`src/rtl/pipe_ctrl_pkg.sv`:
```
// rtl/pipe_ctrl_pkg.sv - shared pipeline-control types and opcode constants
package pipe_ctrl_pkg;

  // Data-memory wait sequencer states
  typedef enum logic [1:0] {
    ST_RUN  = 2'd0,
    ST_REQ  = 2'd1,
    ST_DONE = 2'd2
  } mem_state_t;

  // Opcodes shared with the main decoder
  localparam logic [6:0] OP_RTYPE = 7'b0110011;
  localparam logic [6:0] OP_ITYPE = 7'b0010011;
  localparam logic [6:0] OP_LW    = 7'b0000011;
  localparam logic [6:0] OP_SW    = 7'b0100011;
  localparam logic [6:0] OP_BEQ   = 7'b1100011;

endpackage

```
`src/rtl/hazard_stall_ctrl_if.sv`:
```
// rtl/hazard_stall_ctrl_if.sv - data-memory req/ack handshake between controller and memory
interface hazard_stall_ctrl_if;

  logic Mem_req_o;  // registered request from the controller
  logic Mem_ack_i;  // completion from the data memory

  // Controller side
  modport master (
    output Mem_req_o,
    input  Mem_ack_i
  );

  // Data-memory side
  modport slave (
    input  Mem_req_o,
    output Mem_ack_i
  );

endinterface

```
`src/rtl/hazard_stall_mem_wait_fsm.sv`:
```
// rtl/hazard_stall_mem_wait_fsm.sv - RUN/REQ/DONE sequencer for variable-latency data-memory access
module mem_wait_fsm
  import pipe_ctrl_pkg::*;
#(
  parameter int MEM_TIMEOUT = 16
) (
  input  logic clk_i,
  input  logic rst_n_i,
  input  logic Mem_access_i,
  input  logic Mem_ack_i,
  output logic Mem_req_o,
  output logic Mem_err_o,
  output logic hold_o
);

  localparam int            TW     = $clog2(MEM_TIMEOUT);
  localparam logic [TW-1:0] T_LAST = TW'(MEM_TIMEOUT - 1);

  mem_state_t    state_q, state_d;
  logic [TW-1:0] timer_q, timer_d;
  logic          req_d;
  logic          err_d;

  // State, timer, request and sticky error registers
  always_ff @(posedge clk_i or negedge rst_n_i) begin
    if (!rst_n_i) begin
      state_q   <= ST_RUN;
      timer_q   <= '0;
      Mem_req_o <= 1'b0;
      Mem_err_o <= 1'b0;
    end else begin
      state_q   <= state_d;
      timer_q   <= timer_d;
      Mem_req_o <= req_d;
      Mem_err_o <= err_d;
    end
  end

  // Next-state logic and the pipeline hold term
  always_comb begin
    state_d = state_q;
    timer_d = timer_q;
    req_d   = Mem_req_o;
    err_d   = Mem_err_o;
    hold_o  = 1'b0;
    case (state_q)
      ST_RUN: begin
        // Freeze in the same cycle the access shows up; ack is meaningless here
        if (Mem_access_i) begin
          hold_o  = 1'b1;
          state_d = ST_REQ;
          req_d   = 1'b1;
          timer_d = '0;
        end
      end
      ST_REQ: begin
        hold_o = 1'b1;
        if (Mem_ack_i) begin
          // Ack beats a coincident timer expiry
          state_d = ST_DONE;
          req_d   = 1'b0;
        end else if (timer_q == T_LAST) begin
          state_d = ST_DONE;
          req_d   = 1'b0;
          err_d   = 1'b1;
        end else begin
          timer_d = timer_q + 1'b1;
        end
      end
      ST_DONE: begin
        // One released cycle lets the access leave MEM without re-issuing it
        state_d = ST_RUN;
      end
      default: begin
        state_d = ST_RUN;
        req_d   = 1'b0;
      end
    endcase
    // Pipeline stays frozen while reset is asserted
    if (!rst_n_i) begin
      hold_o = 1'b1;
    end
  end

endmodule

```
`src/rtl/hazard_stall_ctrl.sv`:
```
// rtl/hazard_stall_ctrl.sv - load-use/branch/memory-wait pipeline sequencing; optional counters via STALL_PERF_CNT_EN
module hazard_stall_ctrl
  import pipe_ctrl_pkg::*;
#(
  parameter int REG_AW      = 5,
  parameter int MEM_TIMEOUT = 16,
  parameter int CNT_W       = 32
) (
  input  logic               clk_i,
  input  logic               rst_n_i,
  input  logic [REG_AW-1:0]  ID_Rs1_i,
  input  logic [REG_AW-1:0]  ID_Rs2_i,
  input  logic [REG_AW-1:0]  EX_Rd_i,
  input  logic               EX_MemRead_i,
  input  logic               Branch_taken_i,
  input  logic               Mem_access_i,
  hazard_stall_ctrl_if.master mem,
  output logic               PipeHold_o,
  output logic               PCWrite_o,
  output logic               IFIDWrite_o,
  output logic               Stall_o,
  output logic               IFIDFlush_o,
  output logic               Mem_err_o,
  output logic [CNT_W-1:0]   Perf_lu_cnt_o,
  output logic [CNT_W-1:0]   Perf_mem_cnt_o
);

  logic hold;
  logic mem_req;
  logic load_use;

  mem_wait_fsm #(
    .MEM_TIMEOUT (MEM_TIMEOUT)
  ) u_mem_wait (
    .clk_i        (clk_i),
    .rst_n_i      (rst_n_i),
    .Mem_access_i (Mem_access_i),
    .Mem_ack_i    (mem.Mem_ack_i),
    .Mem_req_o    (mem_req),
    .Mem_err_o    (Mem_err_o),
    .hold_o       (hold)
  );

  assign mem.Mem_req_o = mem_req;
  assign PipeHold_o    = hold;

  // x0 is hardwired zero, so a load targeting it never creates a dependency
  assign load_use = EX_MemRead_i && (EX_Rd_i != '0) &&
                    ((EX_Rd_i == ID_Rs1_i) || (EX_Rd_i == ID_Rs2_i));

  // Enable priority: memory hold, then load-use bubble, then branch flush
  always_comb begin
    PCWrite_o   = 1'b1;
    IFIDWrite_o = 1'b1;
    Stall_o     = 1'b0;
    IFIDFlush_o = 1'b0;
    if (hold) begin
      PCWrite_o   = 1'b0;
      IFIDWrite_o = 1'b0;
    end else if (load_use) begin
      // Branch in ID is simply retried once the bubble has been inserted
      PCWrite_o   = 1'b0;
      IFIDWrite_o = 1'b0;
      Stall_o     = 1'b1;
    end else if (Branch_taken_i) begin
      IFIDFlush_o = 1'b1;
    end
  end

`ifdef STALL_PERF_CNT_EN
  logic [CNT_W-1:0] lu_cnt_q;
  logic [CNT_W-1:0] mem_cnt_q;

  // Saturating stall-cycle counters
  always_ff @(posedge clk_i or negedge rst_n_i) begin
    if (!rst_n_i) begin
      lu_cnt_q  <= '0;
      mem_cnt_q <= '0;
    end else begin
      if (load_use && !hold && (lu_cnt_q != '1)) begin
        lu_cnt_q <= lu_cnt_q + 1'b1;
      end
      if (hold && (mem_cnt_q != '1)) begin
        mem_cnt_q <= mem_cnt_q + 1'b1;
      end
    end
  end

  assign Perf_lu_cnt_o  = lu_cnt_q;
  assign Perf_mem_cnt_o = mem_cnt_q;
`else
  assign Perf_lu_cnt_o  = '0;
  assign Perf_mem_cnt_o = '0;
`endif

endmodule

```
`src/flat_wrapper.sv`:
```
// flat-port wrapper written by rule: the top's interface ports become plain ports
module hazard_stall_ctrl_flat import pipe_ctrl_pkg::*;
#(
  parameter int REG_AW      = 5,
  parameter int MEM_TIMEOUT = 16,
  parameter int CNT_W       = 32
)
  (clk_i, rst_n_i, ID_Rs1_i, ID_Rs2_i, EX_Rd_i, EX_MemRead_i, Branch_taken_i, Mem_access_i, PipeHold_o, PCWrite_o, IFIDWrite_o, Stall_o, IFIDFlush_o, Mem_err_o, Perf_lu_cnt_o, Perf_mem_cnt_o, mem_Mem_req_o, mem_Mem_ack_i);
  hazard_stall_ctrl_if mem_i ();
  input  logic clk_i;
  input  logic rst_n_i;
  input  logic [REG_AW-1:0] ID_Rs1_i;
  input  logic [REG_AW-1:0] ID_Rs2_i;
  input  logic [REG_AW-1:0] EX_Rd_i;
  input  logic EX_MemRead_i;
  input  logic Branch_taken_i;
  input  logic Mem_access_i;
  output logic PipeHold_o;
  output logic PCWrite_o;
  output logic IFIDWrite_o;
  output logic Stall_o;
  output logic IFIDFlush_o;
  output logic Mem_err_o;
  output logic [CNT_W-1:0] Perf_lu_cnt_o;
  output logic [CNT_W-1:0] Perf_mem_cnt_o;
  output wire logic [$bits(mem_i.Mem_req_o)-1:0] mem_Mem_req_o;
  input wire logic [$bits(mem_i.Mem_ack_i)-1:0] mem_Mem_ack_i;
  assign mem_Mem_req_o = mem_i.Mem_req_o;
  assign mem_i.Mem_ack_i = mem_Mem_ack_i;
  hazard_stall_ctrl #(.REG_AW(REG_AW), .MEM_TIMEOUT(MEM_TIMEOUT), .CNT_W(CNT_W)) u_core (.clk_i(clk_i), .rst_n_i(rst_n_i), .ID_Rs1_i(ID_Rs1_i), .ID_Rs2_i(ID_Rs2_i), .EX_Rd_i(EX_Rd_i), .EX_MemRead_i(EX_MemRead_i), .Branch_taken_i(Branch_taken_i), .Mem_access_i(Mem_access_i), .mem(mem_i), .PipeHold_o(PipeHold_o), .PCWrite_o(PCWrite_o), .IFIDWrite_o(IFIDWrite_o), .Stall_o(Stall_o), .IFIDFlush_o(IFIDFlush_o), .Mem_err_o(Mem_err_o), .Perf_lu_cnt_o(Perf_lu_cnt_o), .Perf_mem_cnt_o(Perf_mem_cnt_o));
endmodule
```
`config.mk`:
```
export PLATFORM = sky130hd
export DESIGN_NAME = hazard_stall_ctrl_flat
export DESIGN_NICKNAME = d
export VERILOG_FILES = /design/src/rtl/pipe_ctrl_pkg.sv /design/src/rtl/hazard_stall_ctrl_if.sv /design/src/rtl/hazard_stall_mem_wait_fsm.sv /design/src/rtl/hazard_stall_ctrl.sv /design/src/flat_wrapper.sv
export SDC_FILE = /design/constraint.sdc
export NUM_CORES = 1
export LEC_CHECK = 0
export BUFFER_PORTS_ARGS = -buffer_cell sky130_fd_sc_hd__buf_4
export CORE_ASPECT_RATIO = 1.25
export CORE_MARGIN = 2
export CORE_UTILIZATION = 37
export DETAILED_ROUTE_END_ITERATION = 8
export GPL_TIMING_DRIVEN = 0
export PLACE_DENSITY = 0.83
export SYNTH_ARGS = -nofsm -noshare
export SYNTH_HDL_FRONTEND = slang
export SYNTH_SLANG_ARGS = --single-unit
```
`constraint.sdc`:
```
create_clock -name clk_i -period 2.5 [get_ports clk_i]
set_clock_uncertainty 0.2 [all_clocks]
set_input_delay 0.25 -clock clk_i [delete_from_list [all_inputs] [get_ports clk_i]]
set_output_delay 0.25 -clock clk_i [all_outputs]
set_load 0.02 [all_outputs]
```
---- Yosys cells after proc, flatten, opt, wreduce, memory -nomap -nowiden ----
Index checks and enable logic that the tools add are counted.
operators by class
  equality and inequality tests ........... 9
  multiplexer cells ....................... 22
  bitwise gates (word level) .............. 2
  add/subtract/negate cells ............... 1
  reductions and logical operators ........ 10
operators with widths
  cell                   count
  $mux W1                12
  $mux W4                3
  $eq A5 B5 Y1           2
  $pmux W4 S2            1
  $mux W2                3
  $ne A2 B2 Y1 const B   3
  $reduce_and A3 Y1      2
  $reduce_bool A5 Y1     1
  $add A4 B1 Y4 const B  1
  $eq A4 B4 Y1 const B   1
  $pmux W2 S2            1
  $reduce_and A4 Y1      1
  $ne A3 B3 Y1 const B   1
  $pmux W1 S3            1
  $eq A2 B1 Y1 const B   1
  $eq A2 B2 Y1 const B   1
  $logic_and A1 B1 Y1    2
  $logic_not A2 Y1       1
  $not A1 Y1             2
  $pmux W1 S2            1
  $reduce_and A2 Y1      1
  $reduce_bool A2 Y1     1
  $logic_or A1 B1 Y1     1
word-level totals
  input bits .............................. 21
  register bits after elaboration ......... 8

---- Longest topological paths before layout ----
  depth after elaboration ................. 5
  depth in mapped cells ................... 5

---- Modules after synthesis ----
From an unflattened synthesis, not the netlist that was laid out.
unflattened totals
  cells, all modules ...................... 131
  area total of the unflattened synthesis .. 1,088.5 sq um
by module, submodules not included
  module             seq. area each (sq um)  area an instance (sq um)  times used  cells an instance
  hazard_stall_ctrl  0.0                     643.1                     1           87
  mem_wait_fsm       200.2                   445.4                     1           44

---- Least setup slack after synthesis ----
No wires, ideal clock.
  kind .................................... flip-flop to output port
  start point ............................. register u_core.u_mem_wait.state_q[0]
  end point ............................... output PCWrite_o
  setup slack ............................. 479 ps
  arrival ................................. 1,571 ps
  stages on the path, launching flop included .. 5
  path buffers ............................ 1
  cells stage by stage .................... dfrtp_1 -> nor2_1 -> o21ai_0 -> a21oi_1 -> buf_4
between the ends
  longest elaborated chain between the ends .. 4
ends and longest elaborated chain
  item                                              RTL line                         source
  from (decl)                                       hazard_stall_mem_wait_fsm.sv:19  mem_state_t state_q, state_d;
  from (signal assigned)                            hazard_stall_mem_wait_fsm.sv:32  state_q <= state_d;
  $eq A2 B1 Y1 or $logic_not A2 Y1 (tied branches)  hazard_stall_mem_wait_fsm.sv:46  case (state_q)
  $pmux W1 S2 (*)                                   hazard_stall_mem_wait_fsm.sv:46
  $mux W1 (*)                                       hazard_stall_mem_wait_fsm.sv:80  if (!rst_n_i) begin
  named net PipeHold_o                              flat_wrapper.sv:18               output logic PipeHold_o;
  $mux W1 (*)                                       n/a
  to (decl)                                         flat_wrapper.sv:19               output logic PCWrite_o;
Mark *: on every way through the listed nets, which the timed path passes. The rest lies on a longest branch.

---- Worst setup path after layout ----
  start point ............................. input rst_n_i
  end point ............................... output PCWrite_o
between the ends
  longest elaborated chain between the ends .. 2
ends and longest elaborated chain
  item         RTL line                         source
  from (decl)  flat_wrapper.sv:11               input logic rst_n_i;
  $mux W1      hazard_stall_mem_wait_fsm.sv:80
  $mux W1      hazard_stall_ctrl.sv:57          if (hold) begin
No other way between the ends.

==> impl_metrics.py <==
metrics = {
    "logic_synthesis": {
        "synth_area_leaders": "buf_4 (48%), dfrtp_1 (20%), xnor2_1 (8.6%), nand2_1 (2.2%), nand3_1 (2.0%)",
        "ys.flop_type": "dfrtp_1",
        "yosysTopAreaCellShare_pct": 47.97,
        "ys_types": 24,
        "async_reset_ff_share_pct": 100.0,
        "syn_area_per_cell_um2": 8.138,
        "synth_edf_count": 0,
        "syn_area_mm2": 0.001017,
        "synth_cells": 125,
        "synth_top_area_cell": "buf_4",
        "seq_area_frac_synth_pct": 19.68,
        "yosysWarnings": 0,
        "ys_seq_elements": 8,
    },
    "clock_tree": {
        "cts_buffers": 3,
        "clockRootBuffer": "clkbuf_4",
        "cts_tree": "built",
        "clk_pin_slew_ps": 60,
        "cts_resized": 0,
        "clock_path_buffers": 2,
        "clkLatencyLatePin_ps": 260,
        "clock-sinks": 8,
        "htree_levels": 1,
    },
    "global_route": {
        "overflow": 0,
        "grt_pass1_vias": 700,
        "top_usage_layer": "met2",
        "grt_usage_pct": 10.83,
        "use_met1_pct": 9.347,
        "grt_max_degree": 10,
        "grt_pass1_wl_um": 2746,
        "met3_usage_pct": 3.828,
        "antenna_found_initial": 0,
        "use_met2_pct": 21.05,
    },
    "layout": {
        "drive_gt1_share_pct": 44.29,
        "layout_common_cells": "buf_4 (92), conb_1 (64), xnor2_1 (10)",
        "fin_util_pct": 57.71,
        "fin_cells": 253,
        "antenna_cells": 0,
        "nets": 243,
        "area_growth_pct": 50.55,
        "design_area_mm2": 0.001531,
        "final_common_cell": "buf_4",
    },
    "setup_path": {
        "r2r_setup_slack_ps": 590,
        "reg2reg_depth": 5,
        "required_ps": 2050,
        "cp.arrival_ps": 1560,
        "end_kind": "output port",
        "crit_fanout": 9,
        "crit_top_cell": "buf_4",
        "cpPeakStageDelay_ps": 520,
        "worst-path-buf-inv": 4,
        "timing.rr.end": "u_core.u_mem_wait.timer_q[3]",
        "cp_cell_sequence": "dlygate4sd3_1 > buf_4 > o21ai_0 > a21oi_1 > buf_4 > buf_4",
        "cp_slowest_cell": "dlygate4sd3_1",
        "r2r_start": "u_core.u_mem_wait.timer_q[0]",
        "startpoint_type": "input pin",
        "path_class": "input pin to output port",
        "cp_top_family": "buffers and inverters",
    },
    "detailed_routing": {
        "wl_per_cell_um": 7.292,
        "drcViolationCount": 0,
        "drt-initial-drc-count": 11,
        "antenna_left": 0,
        "num_vias": 884,
        "drtPass1Iterations": 4,
        "wl_um": 1845,
        "viasPerCell": 3.494,
    },
    "sta": {
        "worst_pin_slew_ps": 531.5,
        "period_minus_slack_ps": 2007,
        "hold_viol": 0,
        "rsz0062_at_grt": "false",
        "fin_setup_tns_ps": 0,
        "finalSetupViolCount": 0,
        "fmax_mhz": 498.2,
        "holdWs_ps": 87.96,
        "slew_headroom_pct": 64.33,
        "fin_crit_sh_pct": 80.29,
        "slew_viol_final": 0,
    },
    "flow_run": {
        "drv_cap": 0,
    },
    "floorplan": {
        "rows": 21,
        "dieArea_mm2": 0.003187,
        "core_mm2": 0.002654,
        "start_util_pct": 38.33,
        "ios": 92,
        "die_h_um": 62.62,
        "die_w_um": 50.90,
    },
    "power": {
        "ir_drop_mv": 0.3809,
        "p_per_area_mw_per_mm2": 492.8,
        "p_leak_uw": 0.0009344,
    },
    "min_path": {
        "min_from": "mem_Mem_ack_i",
        "min_path_type": "input pin to flop",
        "holdPathEnd": "u_core.u_mem_wait.state_q[1]",
        "min_delay_path_depth": 3,
    },
    "place": {
        "dpl-instance-area_mm2": 0.001499,
        "hpwl_um": 1679,
        "place.port_buffers": 27,
        "gp_congestion": 0.8468,
        "dp.cells": 249,
    },
    "run_status": {
        "outcome": "complete, no violations",
    },
}
[flip-flops by register name, summed over array words and instances (netlist names)]
signal	count
u_core.u_mem_wait.Mem_err_o	1
u_core.u_mem_wait.timer_q	4
u_core.u_mem_wait.state_q	2
u_core.u_mem_wait.Mem_req_o	1
[worst max path at each step]
stage	startpoint	to	cells after the start
finish	rst_n_i	PCWrite_o	6
global route	rst_n_i	PCWrite_o	6
CTS	rst_n_i	PCWrite_o	6
detailed placement	EX_Rd_i[1]	PCWrite_o	6
global placement	EX_Rd_i[1]	PCWrite_o	6
floorplan	u_core.u_mem_wait.state_q[0]	PCWrite_o	4
[metrics by stage]
step | worst slack [ps] | power (µW)
after floorplan | 479.4 | 541.4
after global placement | 516.4 | 640.3
after detailed placement | 511.7 | 649.1
after CTS | 462.0 | 754.2
after global routing | 334.2 | 816.8
final | 492.7 | 754.6
[worst register-to-register path, stage by stage, from the launching register on]
cell,delay (ps)
dfrtp_1,410
ha_1,260
a31oi_1,140
mux2i_1,170
or4_1,500
a21boi_1,160
[cell usage after synthesis (2+ instances only)]
cell type / count
a21boi_1: 2
a21oi_1: 3
buf_4: 65
dfrtp_1: 8
inv_1: 3
nand2_1: 6
nand3_1: 4
nor2_1: 5
o21ai_0: 4
or4_1: 2
xnor2_1: 10
[what timing repair did]
item | CTS | global route
buffers inserted | 0 | 0
endpoints found under the hold margin | 8 | 0
hold buffers | 1 | 0
[routing by layer]
layer  vias up  routed length [µm]
li1        467                   -
met1       350                 614
met2        65                 889
met3         2                 312
met4         0                  29
met5         -                   0
[cell type report]
class / count / area [µm²]
well taps: 34 / 42.54
repair buffers: 28 / 212.7
clock buffers: 3 / 22.52
fillers: 246 / 1122
multi-input cells: 112 / 554.3
flip-flops and latches: 8 / 200.2
inverters: 3 / 11.26
plain buffers: 65 / 488.0
[cell families after synthesis]
family	Yosys count	synth area share [%]
adders and majority gates	1	1.230
and+or+nand+nor	20	9.718
buffers and inverters	68	49.08
other	1	0.3686
AOI/OAI and AO/OA	16	10.33
xor gates and xnor gates	10	8.610
muxes	1	0.9840
DFF	8	19.68
[report_power, final]
part,switching (µW),leakage [µW],internal [µW],total [µW]
Clock,47.8,0.0000138,55.2,103
Combinational,231,0.000816,190,421
Sequential,54.1,0.000104,177,231
(Power assumes the default switching activity.)
